File: src/rtl/subleq_control_card.sv
// ============================================================================
// subleq_control_card : SUBLEQ bus sequencer (fetch, subtract, write, branch)
// Revision 1.0
// ============================================================================
`default_nettype none

`ifndef DATAWIDTH
`define DATAWIDTH 16
`endif
`ifndef CTRLWIDTH
`define CTRLWIDTH 8
`endif
`ifndef CTRL_REG_WR
`define CTRL_REG_WR 1:0
`endif
`ifndef CTRL_REG_RD
`define CTRL_REG_RD 3:2
`endif
`ifndef CTRL_MEM_RD
`define CTRL_MEM_RD 4
`endif
`ifndef CTRL_MEM_WR
`define CTRL_MEM_WR 5
`endif
`ifndef REG_NONE
`define REG_NONE 2'd0
`endif
`ifndef REG_PC
`define REG_PC 2'd1
`endif
`ifndef REG_A
`define REG_A 2'd2
`endif
`ifndef REG_B
`define REG_B 2'd3
`endif

module subleq_control_card #(
  parameter int DATAWIDTH = `DATAWIDTH,
  parameter int CTRLWIDTH = `CTRLWIDTH
) (
  input  logic                 clk,
  input  logic                 rst,
  input  logic                 run,
  input  logic [DATAWIDTH-1:0] data_in,
  output logic [DATAWIDTH-1:0] data_out,
  output logic                 data_oe,
  input  logic [DATAWIDTH-1:0] addr,
  output logic [CTRLWIDTH-1:0] ctrl,
  output logic                 halted,
  output logic                 instr_done
);

  typedef enum logic [3:0] {
    ST_IDLE    = 4'd0,
    ST_PCA_SET = 4'd1,
    ST_LOAD_A  = 4'd2,
    ST_INC1    = 4'd3,
    ST_PCB_SET = 4'd4,
    ST_LOAD_B  = 4'd5,
    ST_INC2    = 4'd6,
    ST_RDA_SET = 4'd7,
    ST_READ_A  = 4'd8,
    ST_RDB_SET = 4'd9,
    ST_READ_B  = 4'd10,
    ST_WRITE_B = 4'd11,
    ST_PCC_SET = 4'd12,
    ST_BRANCH  = 4'd13,
    ST_HALT    = 4'd14
  } state_t;

  state_t               state_q, state_d;
  logic [DATAWIDTH-1:0] op_a_q, op_a_d;
  logic [DATAWIDTH-1:0] op_b_q, op_b_d;
  logic [DATAWIDTH-1:0] result_q, result_d;
  logic                 instr_done_q, instr_done_d;

  logic [1:0]           reg_wr;
  logic [1:0]           reg_rd;
  logic                 mem_rd;
  logic                 mem_wr;
  logic                 branch_taken;
  logic [DATAWIDTH-1:0] addr_inc;

  assign branch_taken = (result_q == '0) || result_q[DATAWIDTH-1];
  assign addr_inc     = addr + DATAWIDTH'(1);

  always_ff @(posedge clk or posedge rst) begin
    if (rst) begin
      state_q      <= ST_IDLE;
      op_a_q       <= '0;
      op_b_q       <= '0;
      result_q     <= '0;
      instr_done_q <= 1'b0;
    end else begin
      state_q      <= state_d;
      op_a_q       <= op_a_d;
      op_b_q       <= op_b_d;
      result_q     <= result_d;
      instr_done_q <= instr_done_d;
    end
  end

  always_comb begin
    state_d      = state_q;
    op_a_d       = op_a_q;
    op_b_d       = op_b_q;
    result_d     = result_q;
    instr_done_d = 1'b0;
    reg_wr       = `REG_NONE;
    reg_rd       = `REG_NONE;
    mem_rd       = 1'b0;
    mem_wr       = 1'b0;
    data_oe      = 1'b0;
    data_out     = '0;

    case (state_q)
      ST_IDLE: begin
        if (run) state_d = ST_PCA_SET;
      end
      ST_PCA_SET: begin
        reg_rd  = `REG_PC;
        state_d = ST_LOAD_A;
      end
      ST_LOAD_A: begin
        reg_rd  = `REG_PC;
        mem_rd  = 1'b1;
        reg_wr  = `REG_A;
        state_d = ST_INC1;
      end
      ST_INC1: begin
        reg_rd   = `REG_PC;
        reg_wr   = `REG_PC;
        data_oe  = 1'b1;
        data_out = addr_inc;
        state_d  = ST_PCB_SET;
      end
      ST_PCB_SET: begin
        reg_rd  = `REG_PC;
        state_d = ST_LOAD_B;
      end
      ST_LOAD_B: begin
        reg_rd  = `REG_PC;
        mem_rd  = 1'b1;
        reg_wr  = `REG_B;
        state_d = ST_INC2;
      end
      ST_INC2: begin
        reg_rd   = `REG_PC;
        reg_wr   = `REG_PC;
        data_oe  = 1'b1;
        data_out = addr_inc;
        state_d  = ST_RDA_SET;
      end
      ST_RDA_SET: begin
        reg_rd  = `REG_A;
        state_d = ST_READ_A;
      end
      ST_READ_A: begin
        reg_rd  = `REG_A;
        mem_rd  = 1'b1;
        op_a_d  = data_in;
        state_d = ST_RDB_SET;
      end
      ST_RDB_SET: begin
        reg_rd  = `REG_B;
        state_d = ST_READ_B;
      end
      ST_READ_B: begin
        reg_rd   = `REG_B;
        mem_rd   = 1'b1;
        op_b_d   = data_in;
        result_d = data_in - op_a_q;
        state_d  = ST_WRITE_B;
      end
      ST_WRITE_B: begin
        reg_rd   = `REG_B;
        mem_wr   = 1'b1;
        data_oe  = 1'b1;
        data_out = result_q;
        state_d  = ST_PCC_SET;
      end
      ST_PCC_SET: begin
        reg_rd  = `REG_PC;
        state_d = ST_BRANCH;
      end
      ST_BRANCH: begin
        // Taken loads C from memory into PC; not taken reuses the increment path.
        reg_rd       = `REG_PC;
        reg_wr       = `REG_PC;
        instr_done_d = 1'b1;
        if (branch_taken) begin
          mem_rd  = 1'b1;
          state_d = (data_in == '1) ? ST_HALT : ST_IDLE;
        end else begin
          data_oe  = 1'b1;
          data_out = addr_inc;
          state_d  = ST_IDLE;
        end
      end
      ST_HALT: begin
        state_d = ST_HALT;
      end
      default: begin
        state_d = ST_IDLE;
      end
    endcase
  end

  always_comb begin
    ctrl                = '0;
    ctrl[`CTRL_REG_WR]  = reg_wr;
    ctrl[`CTRL_REG_RD]  = reg_rd;
    ctrl[`CTRL_MEM_RD]  = mem_rd;
    ctrl[`CTRL_MEM_WR]  = mem_wr;
  end

  assign halted     = (state_q == ST_HALT);
  assign instr_done = instr_done_q;

endmodule

`default_nettype wire

File: config.mk
export PLATFORM = sky130hd
export DESIGN_NAME = subleq_control_card
export DESIGN_NICKNAME = d
export VERILOG_FILES = /design/src/rtl/subleq_control_card.sv
export SDC_FILE = /design/constraint.sdc
export NUM_CORES = 1
export LEC_CHECK = 0
export CAP_MARGIN = 0
export CORE_MARGIN = 10
export CORE_UTILIZATION = 40
export DETAILED_ROUTE_END_ITERATION = 7
export DONT_BUFFER_PORTS = 1
export PLACE_DENSITY = 0.53
export REMOVE_ABC_BUFFERS = 1
export SETUP_SLACK_MARGIN = 0.4
export SLEW_MARGIN = 20
export SYNTH_ARGS = -nofsm -noshare
export SYNTH_HDL_FRONTEND = slang
export SYNTH_SLANG_ARGS = --single-unit
export TNS_END_PERCENT = 100
File: constraint.sdc
create_clock -name clk -period 3.3 [get_ports clk]
set_clock_uncertainty 0.05 [all_clocks]
set_input_delay 0.825 -clock clk [delete_from_list [all_inputs] [get_ports clk]]
set_output_delay 0.825 -clock clk [all_outputs]
set_load 0.01 [all_outputs]
Word-level counts from Yosys, hierarchy flattened
Index checks and enable logic that the tools add are counted.
W data, S select, Z words.

operators by class
  $add $sub $neg = 2
  eq/ne operators = 16
  multiplexer cells = 14
  reduce and logical (&&, ||, !) cells = 10

operator list
  cell                     number
  $pmux W4 S15             1
  $pmux W16 S3             1
  $eq A4 B4 Y1 const B     7
  $add A16 B1 Y16 const B  1
  $eq A16 B16 Y1 const B   1
  $eq A4 B3 Y1 const B     4
  $logic_not A16 Y1        1
  $mux W16                 1
  $sub A16 B16 Y16         1
  $mux W4                  3
  $pmux W2 S3              2
  $reduce_or A3 Y1         3
  $eq A4 B2 Y1 const B     2
  $reduce_or A8 Y1         1
  $eq A4 B1 Y1 const B     1
  $logic_not A4 Y1         1
  $mux W1                  4
  $pmux W1 S2              2
  $reduce_or A2 Y1         2
  $reduce_or A4 Y1         1
  $ne A2 B2 Y1 const B     1
  $logic_or A1 B1 Y1       1

word-level totals
  bits in registers = 37
  input bits = 35
  output and inout bits = 27
  word-level logic and storage cells = 46

Depth between registers and ports, before layout
Gate-level depths: netlist of run 1.

  depth in word-level cells = 4
  gate-level depth with buffers = 9
  gate-level depth less buffers = 9

Worst setup path after synthesis of run 1
No wires, ideal clock.

  path kind = input to output
  from = in addr[3]
  to = out data_out[13]
  arrival = 1843 ps
  required time = 2425 ps
  path slack = 582 ps
  stages = 6
  path buffers = 0
  path through = and4_1 > nand3_1 > nor2_1 > nand3_1 > xor2_1 > o21ai_0

between the ends
  cells in the longest elaborated chain, start to end = 3

ends and longest elaborated chain
  element             RTL line  RTL
  start: declaration  48        input logic [DATAWIDTH-1:0] addr,
  $add A16 B1 Y16 *   86        assign addr_inc = addr + DATAWIDTH'(1);
  $mux W16            192       if (branch_taken) begin
  $pmux W16 S3 *      117       case (state_q)
  end: declaration    46        output logic [DATAWIDTH-1:0] data_out,

Mark *: on every way between the ends. The rest lies on a longest branch, timed or not.

Final worst setup path of run 1
  from = reg state_q[3]
  to = out data_out[1]

between the ends
  cells in the longest elaborated chain, start to end = 3
  elaborated cells on any way between the ends = 6
  classes of those cells = eq/ne (4); mux (1); reduce/logical (1)

ends and longest elaborated chain
  element                                       RTL line  RTL
  start: declaration                            72        state_t state_q, state_d;
  start signal: assignment                      96        state_q <= state_d;
  $eq A4 B3 Y1 or $eq A4 B2 Y1 (tied branches)  117
  $reduce_or A2 Y1 (no line)                    n/a
  $pmux W16 S3 *                                117

Marks and branches as above.

==> flow_metrics.env, run 1 <==
export IMPL_wl_per_cell_um=15.3
export IMPL_grt_first_pass_wirelength_um=11100
export IMPL_crit_path_max_incr_delay_ns=0.56
export IMPL_syn_area_per_cell_um2=8.09
export IMPL_design_final_nets=391
export IMPL_comb_power_share=0.549
export IMPL_leakagePower_uw=0.00125
export IMPL_max_cap_viol=0
export IMPL_vias_in_the_first_global_route=2251
export IMPL_die_w_um=103
export IMPL_detailroute_via_count=2258
export IMPL_postSynthCellCount=344
export IMPL_clk_latency_ns=0.29
export IMPL_max_slew_margin=0.578
export IMPL_grtUsageTotal=0.128
export IMPL_totalNegativeSetupSlack_ns=0
export IMPL_clkSinkCount=37
export IMPL_htreeDepth=2
export IMPL_post_route_drc_count=0
export IMPL_critPathBufInv=0
export IMPL_cts_tree="built"
export IMPL_place_detailed_instances=428
export IMPL_cts_inserted_buffers=5
export IMPL_min_period_ns=2.87
export IMPL_grt_ovfl_total=0
export IMPL_power_net_switching_uw=1220
export IMPL_asyncSetResetFlopFracSynth=1.00
export IMPL_synth_sequential_area_ratio=0.333
export IMPL_clock_fmax_mhz=349
export IMPL_grt_max_degree=31
export IMPL_crit_path_cell_trace="nand2_1 -> nor3b_2 -> nand2_1 -> o31a_4 -> o21ai_0"
export IMPL_cp_class="reg -> out"
export IMPL_routed_via_density=5.18
export IMPL_power_density_cell_area_nw_per_um2=895
export IMPL_vdd_ir_drop_max_mv=0.348
export IMPL_yosys_register_bits=37
export IMPL_critPathLaunchType="register"
export IMPL_worst_ep_arrival_time_ns=1.99
export IMPL_layout_cells_most_common_list="nand2_1, o21ai_0, dfrtp_1"
export IMPL_instances_no_fill=436
export IMPL_numPortBuffers=0
export IMPL_p_clk_frac=0.120
export IMPL_power_sequential_fraction=0.331
export IMPL_worstPathRequired_ns=2.42
export IMPL_critPathSlowestCell="dfrtp_1"
export IMPL_floorplan_initialDensity=0.409
export IMPL_path_delay_family="compound AO/OA/AOI/OAI gates"
export IMPL_ys_dominant_reg_cell="dfrtp_1"
export IMPL_power_report_internal_total_uw=1420
export IMPL_drt_initial_drc_count=62
export IMPL_min_period_over_period=0.869
export IMPL_cts_root_buffer="clkbuf_8"
export IMPL_critPathMaxFanout=16
export IMPL_die_height_um=103
export IMPL_cts_buffer_depth=2
export IMPL_maxSlewViolCount=0
export IMPL_report_final_hold_viol_count=0
export IMPL_finalWeightedCongestion=0.832
export IMPL_setup_violations=0
export IMPL_antenna_cells=0
export IMPL_yosysWarningCount=0
export IMPL_worst_pin_slew_ns=0.630
export IMPL_die_area_um2=10700
export IMPL_postCtsHoldBufs=0
export IMPL_drt_pass1_iterations=4
export IMPL_reg_to_reg_start="op_a_q[0]"
export IMPL_power_switching_share=0.461
export IMPL_cpMostUsedCell="nand2_1"
export IMPL_core_rowCount=30
export IMPL_final_layout_size_suffix_gt1_frac=0.0735
export IMPL_synth_area_um2=2780
export IMPL_floorplan_core_area_um2=6790
export IMPL_cts_reportedPaths_clkPinSlew_ns=0.08
export IMPL_crit_path_end_kind="primary output"
export IMPL_layout_cells_most_common="nand2_1"
export IMPL_critPathLaunch="state_q[3]"
export IMPL_area_growth_pct=5.98
export IMPL_detail_route_wirelength_um=6680
export IMPL_number_of_antenna_violations_at_the_first_check_in_global_routing=0
export IMPL_floorplan_io_pins=62
export IMPL_result_of_the_run="finished, final reports clean"
export IMPL_dp_hpwl_um=5340
export IMPL_ant_nets=0
export IMPL_worstHoldPathType="in -> async"
export IMPL_rsz0062_at_grt="yes"
export IMPL_synth_enable_flop_cells=0
export IMPL_netlist_cell_type_count=46
[per-stage QoR]
stage | hold WS, ns | worst slack [ns] | area [um^2] | power (uW) | util
final | 0.443 | 0.432 | 2950 | 2640 | 0.434
after global routing | 0.493 | 0.316 | 2950 | 2930 | 0.434
after CTS | 0.472 | 0.404 | 2940 | 2650 | 0.433
after detailed placement | 0.454 | 0.444 | 2860 | 2330 | 0.420
after global placement | 0.444 | 0.453 | 2860 | 2310 | 0.420
after floorplan | 0.422 | 0.582 | 2690 | 1990 | -
[synth_stat cells, types with 8 or more instances]
master,count,area (um^2)
ha_1,16,200
nand2b_1,9,56.3
dfrtp_1,37,926
buf_2,8,40.0
o21ai_0,44,220
inv_1,20,75.1
nor2_1,17,63.8
nor3_1,9,45.0
a21oi_1,8,40.0
nand2_1,58,218
o21ai_1,9,45.0
nand3_1,10,50.1
xor2_1,17,149
xnor2_1,11,96.3
[kinds of logic after synthesis]
logic type               after synthesis  synth area share
AND/OR/NAND/NOR                      129             0.219
adder cells (fa/ha/maj)               17            0.0792
XOR/XNOR                              28            0.0882
buffers and inverters                 38            0.0603
flip-flops                            37             0.333
other                                  1           0.00135
AO/OA/AOI/OAI                         91             0.207
multiplexers                           3            0.0121
[layer usage]
layer / track usage / part of all wire / vias to the layer above
li1: - / - / 1188
met1: 0.174 / 0.49 / 1002
met2: 0.187 / 0.40 / 63
met3: 0.0452 / 0.11 / 5
met4: 0.0353 / 0.0088 / 0
met5: 0 / 0 / -
[cell type report]
type	instances	area (um^2)
Fill cell	716	3850
Timing Repair Buffer	5	37.5
Sequential cell	37	927
Inverter	20	75.1
Clock buffer	6	72.6
Tap cell	96	120
Multi-Input combinational cell	270	1710
Clock inverter	2	10.0
[worst register-to-register path: cells and delay by family (launching register included)]
family	cells	cell delay, ns
flops	1	0.36
xor+xnor	1	0.20
fa+ha+maj	2	0.42
buf+inv	1	0.05
compound gates	4	0.91
[sequential cells by signal, summed over array words and instances, names as in the netlist]
name / cells
result_q: 16
instr_done: 1
state_q: 4
op_a_q: 16
[power by group through the flow]
stage / Combinational (uW) / Clock [uW] / Sequential, uW
6_report: 1450 / 316 / 874
3_5_place_dp: 1450 / 0 / 880
5_1_grt: 1680 / 344 / 909
3_3_place_gp: 1430 / 0 / 871
4_1_cts: 1460 / 326 / 871
2_1_floorplan: 1150 / 0 / 836
[final timing paths]
| check | cells past startpoint | endpoint | slack [ns] |
|---|---|---|---|
| max | 5 | data_out[1] | 0.43 |
| min | 1 | result_q[2] | 0.44 |
| max in group asynchronous | 2 | op_a_q[9] | 2.03 |
| min reg2reg | 2 | result_q[9] | 0.47 |
| max reg2reg | 8 | result_q[10] | 1.19 |
| min in group clk | 2 | result_q[9] | 0.47 |
[repair_timing]
item	4_1_cts	5_1_grt
endpoints found under the setup margin	16	16
gates resized for setup	1	5
setup buffers	0	0
No activity file was read; power rests on OpenSTA's default activity.
==> run 2: changes to the inputs <==
--- a/config.mk
+++ b/config.mk
@@ -13,6 +13,7 @@
 export PLACE_DENSITY = 0.53
 export REMOVE_ABC_BUFFERS = 1
 export SETUP_SLACK_MARGIN = 0.4
+export SKIP_CTS_REPAIR_TIMING = 1
 export SLEW_MARGIN = 20
 export SYNTH_ARGS = -nofsm -noshare
 export SYNTH_HDL_FRONTEND = slang
==> run 2 against run 1 <==
  * Hold slack lost 0.0020 ns
  * Cell area did not move
  * Via count about the same
  * Maximum frequency is essentially flat
  * Power about the same
  * Setup slack worse by 0.0028 ns
  * Critical endpoint is now data_out[11]
  * Global-route usage is the same
  * Critical path depth is the same
  * Largest cell class unchanged
  * Count of clock-buffer cells in the layout unchanged
  * Sequential power about the same
  * Cell count unchanged
  * Combinational power barely moved
==> flow_metrics.env, run 2 (synthesis results as in run 1) <==
export IMPL_result_of_the_run="finished, final reports clean"
export IMPL_worst_ep_arrival_time_ns=2.00
export IMPL_report_final_hold_viol_count=0
export IMPL_vias_in_the_first_global_route=2251
export IMPL_cts_tree="built"
export IMPL_multi_input_comb_area_um2=1710
export IMPL_die_area_um2=10700
export IMPL_leakagePower_uw=0.00125
export IMPL_worstPathRequired_ns=2.42
export IMPL_clkSinkCount=37
export IMPL_core_rowCount=30
export IMPL_maxSlewViolCount=0
export IMPL_finalWeightedCongestion=0.832
export IMPL_wl_per_cell_um=15.3
export IMPL_max_slew_margin=0.578
export IMPL_area_growth_pct=5.98
export IMPL_worstHoldPathType="in -> async"
export IMPL_layout_cells_most_common_list="nand2_1, o21ai_0, dfrtp_1"
export IMPL_antenna_cells=0
export IMPL_dp_hpwl_um=5340
export IMPL_vdd_ir_drop_max_mv=0.348
export IMPL_totalNegativeSetupSlack_ns=0
export IMPL_biggestRegsByFlops="op_a_q (16), result_q (16), state_q (4)"
export IMPL_grt_ovfl_total=0
export IMPL_floorplan_initialDensity=0.409
export IMPL_grtUsageTotal=0.128
export IMPL_worst_pin_slew_ns=0.630
export IMPL_detailroute_via_count=2257
export IMPL_drt_pass1_iterations=4
export IMPL_layout_cells_most_common="nand2_1"
export IMPL_grt_max_degree=31
export IMPL_htreeDepth=2
export IMPL_detail_route_wirelength_um=6680
export IMPL_floorplan_core_area_um2=6790
export IMPL_critPathLaunchType="register"
export IMPL_clk_latency_ns=0.29
export IMPL_setup_ws_ns=0.429
export IMPL_routed_via_density=5.18
export IMPL_die_height_um=103
export IMPL_max_cap_viol=0
export IMPL_power_sequential_fraction=0.332
export IMPL_die_w_um=103
export IMPL_setup_violations=0
export IMPL_p_clk_frac=0.120
export IMPL_power_net_switching_uw=1220
export IMPL_number_of_inserted_filler_cells_in_the_final_layout=715
export IMPL_rsz0062_at_grt="yes"
export IMPL_min_period_over_period=0.870
export IMPL_floorplan_io_pins=62
export IMPL_post_route_drc_count=0
export IMPL_critPathMaxFanout=16
export IMPL_grt_first_pass_wirelength_um=11100
export IMPL_cts_inserted_buffers=5
export IMPL_comb_power_share=0.549
export IMPL_final_layout_size_suffix_gt1_frac=0.0735
export IMPL_dpl_worst_slack_ns=0.444
export IMPL_cpMostUsedCell="nand2_1"
export IMPL_cp_class="reg -> out"
export IMPL_cts_reportedPaths_clkPinSlew_ns=0.08
export IMPL_sequential_cell_area_um2=927
export IMPL_cts_root_buffer="clkbuf_8"
export IMPL_cts_buffer_depth=2
export IMPL_ant_nets=0
export IMPL_min_period_ns=2.87
export IMPL_crit_path_cell_trace="nand2_1 -> nor3b_2 -> nand2_1 -> o31a_4 -> o21ai_0"
export IMPL_crit_path_max_incr_delay_ns=0.56
export IMPL_clock_fmax_mhz=348
export IMPL_power_density_cell_area_nw_per_um2=894
export IMPL_power_report_internal_total_uw=1420
export IMPL_number_of_antenna_violations_at_the_first_check_in_global_routing=0
export IMPL_numPortBuffers=0
export IMPL_drt_initial_drc_count=60
export IMPL_critPathSlowestCell="dfrtp_1"
export IMPL_design_final_nets=391
export IMPL_power_switching_share=0.461
export IMPL_crit_path_end_kind="primary output"
run 2: cell counts in the layout (fill, tap and decap cells not counted):
No cell type changed its count.
run 2: final timing paths:
kind | startpoint | cells after the start | slack [ns] | to
max in group asynchronous | rst | 2 | 2.04 | op_a_q[9]
min in group clk | result_q[9] | 2 | 0.47 | result_q[9]
min reg2reg | result_q[9] | 2 | 0.47 | result_q[9]
max reg2reg | op_a_q[0] | 8 | 1.19 | result_q[10]
min | rst | 1 | 0.44 | result_q[2]
max | state_q[3] | 5 | 0.43 | data_out[11]
run 2: critical path, delay by kind of cell (launching register included):
family | cells | cell delay [ns]
DFF | 1 | 0.56
AOI/OAI and AO/OA | 2 | 0.59
and+or+nand+nor | 3 | 0.56
run 2: metrics by stage:
stage	hold WS, ns	util	power (uW)	area, um^2	std cells
floorplan	0.422	-	1990	2690	327
global placement	0.444	0.420	2310	2860	428
detailed placement	0.454	0.420	2330	2860	428
CTS	0.472	0.432	2650	2940	436
global route	0.493	0.434	2930	2950	436
finish	0.441	0.434	2640	2950	436
run 2: per-layer routing:
layer  track usage  up-vias  wire (um)
li1              -     1189          -
met1         0.174     1003       3250
met2         0.187       60       2660
met3        0.0452        5        711
met4        0.0353        0         59
met5             0        -          0
run 2: area by class of cell:
cell class / instances / share of cell area
clock buffers: 6 / 0.0246
multi-input cells: 270 / 0.579
repair buffers: 5 / 0.0127
inverters: 20 / 0.0255
flip-flops and latches: 37 / 0.315
clock inverters: 2 / 0.00340
well taps: 96 / 0.0407
run 2: power by group through the flow:
stage | clock network (uW) | logic (uW) | registers [uW]
CTS | 326 | 1450 | 871
detailed placement | 0 | 1450 | 880
finish | 316 | 1450 | 874
floorplan | 0 | 1150 | 836
global placement | 0 | 1430 | 871
global route | 344 | 1680 | 909
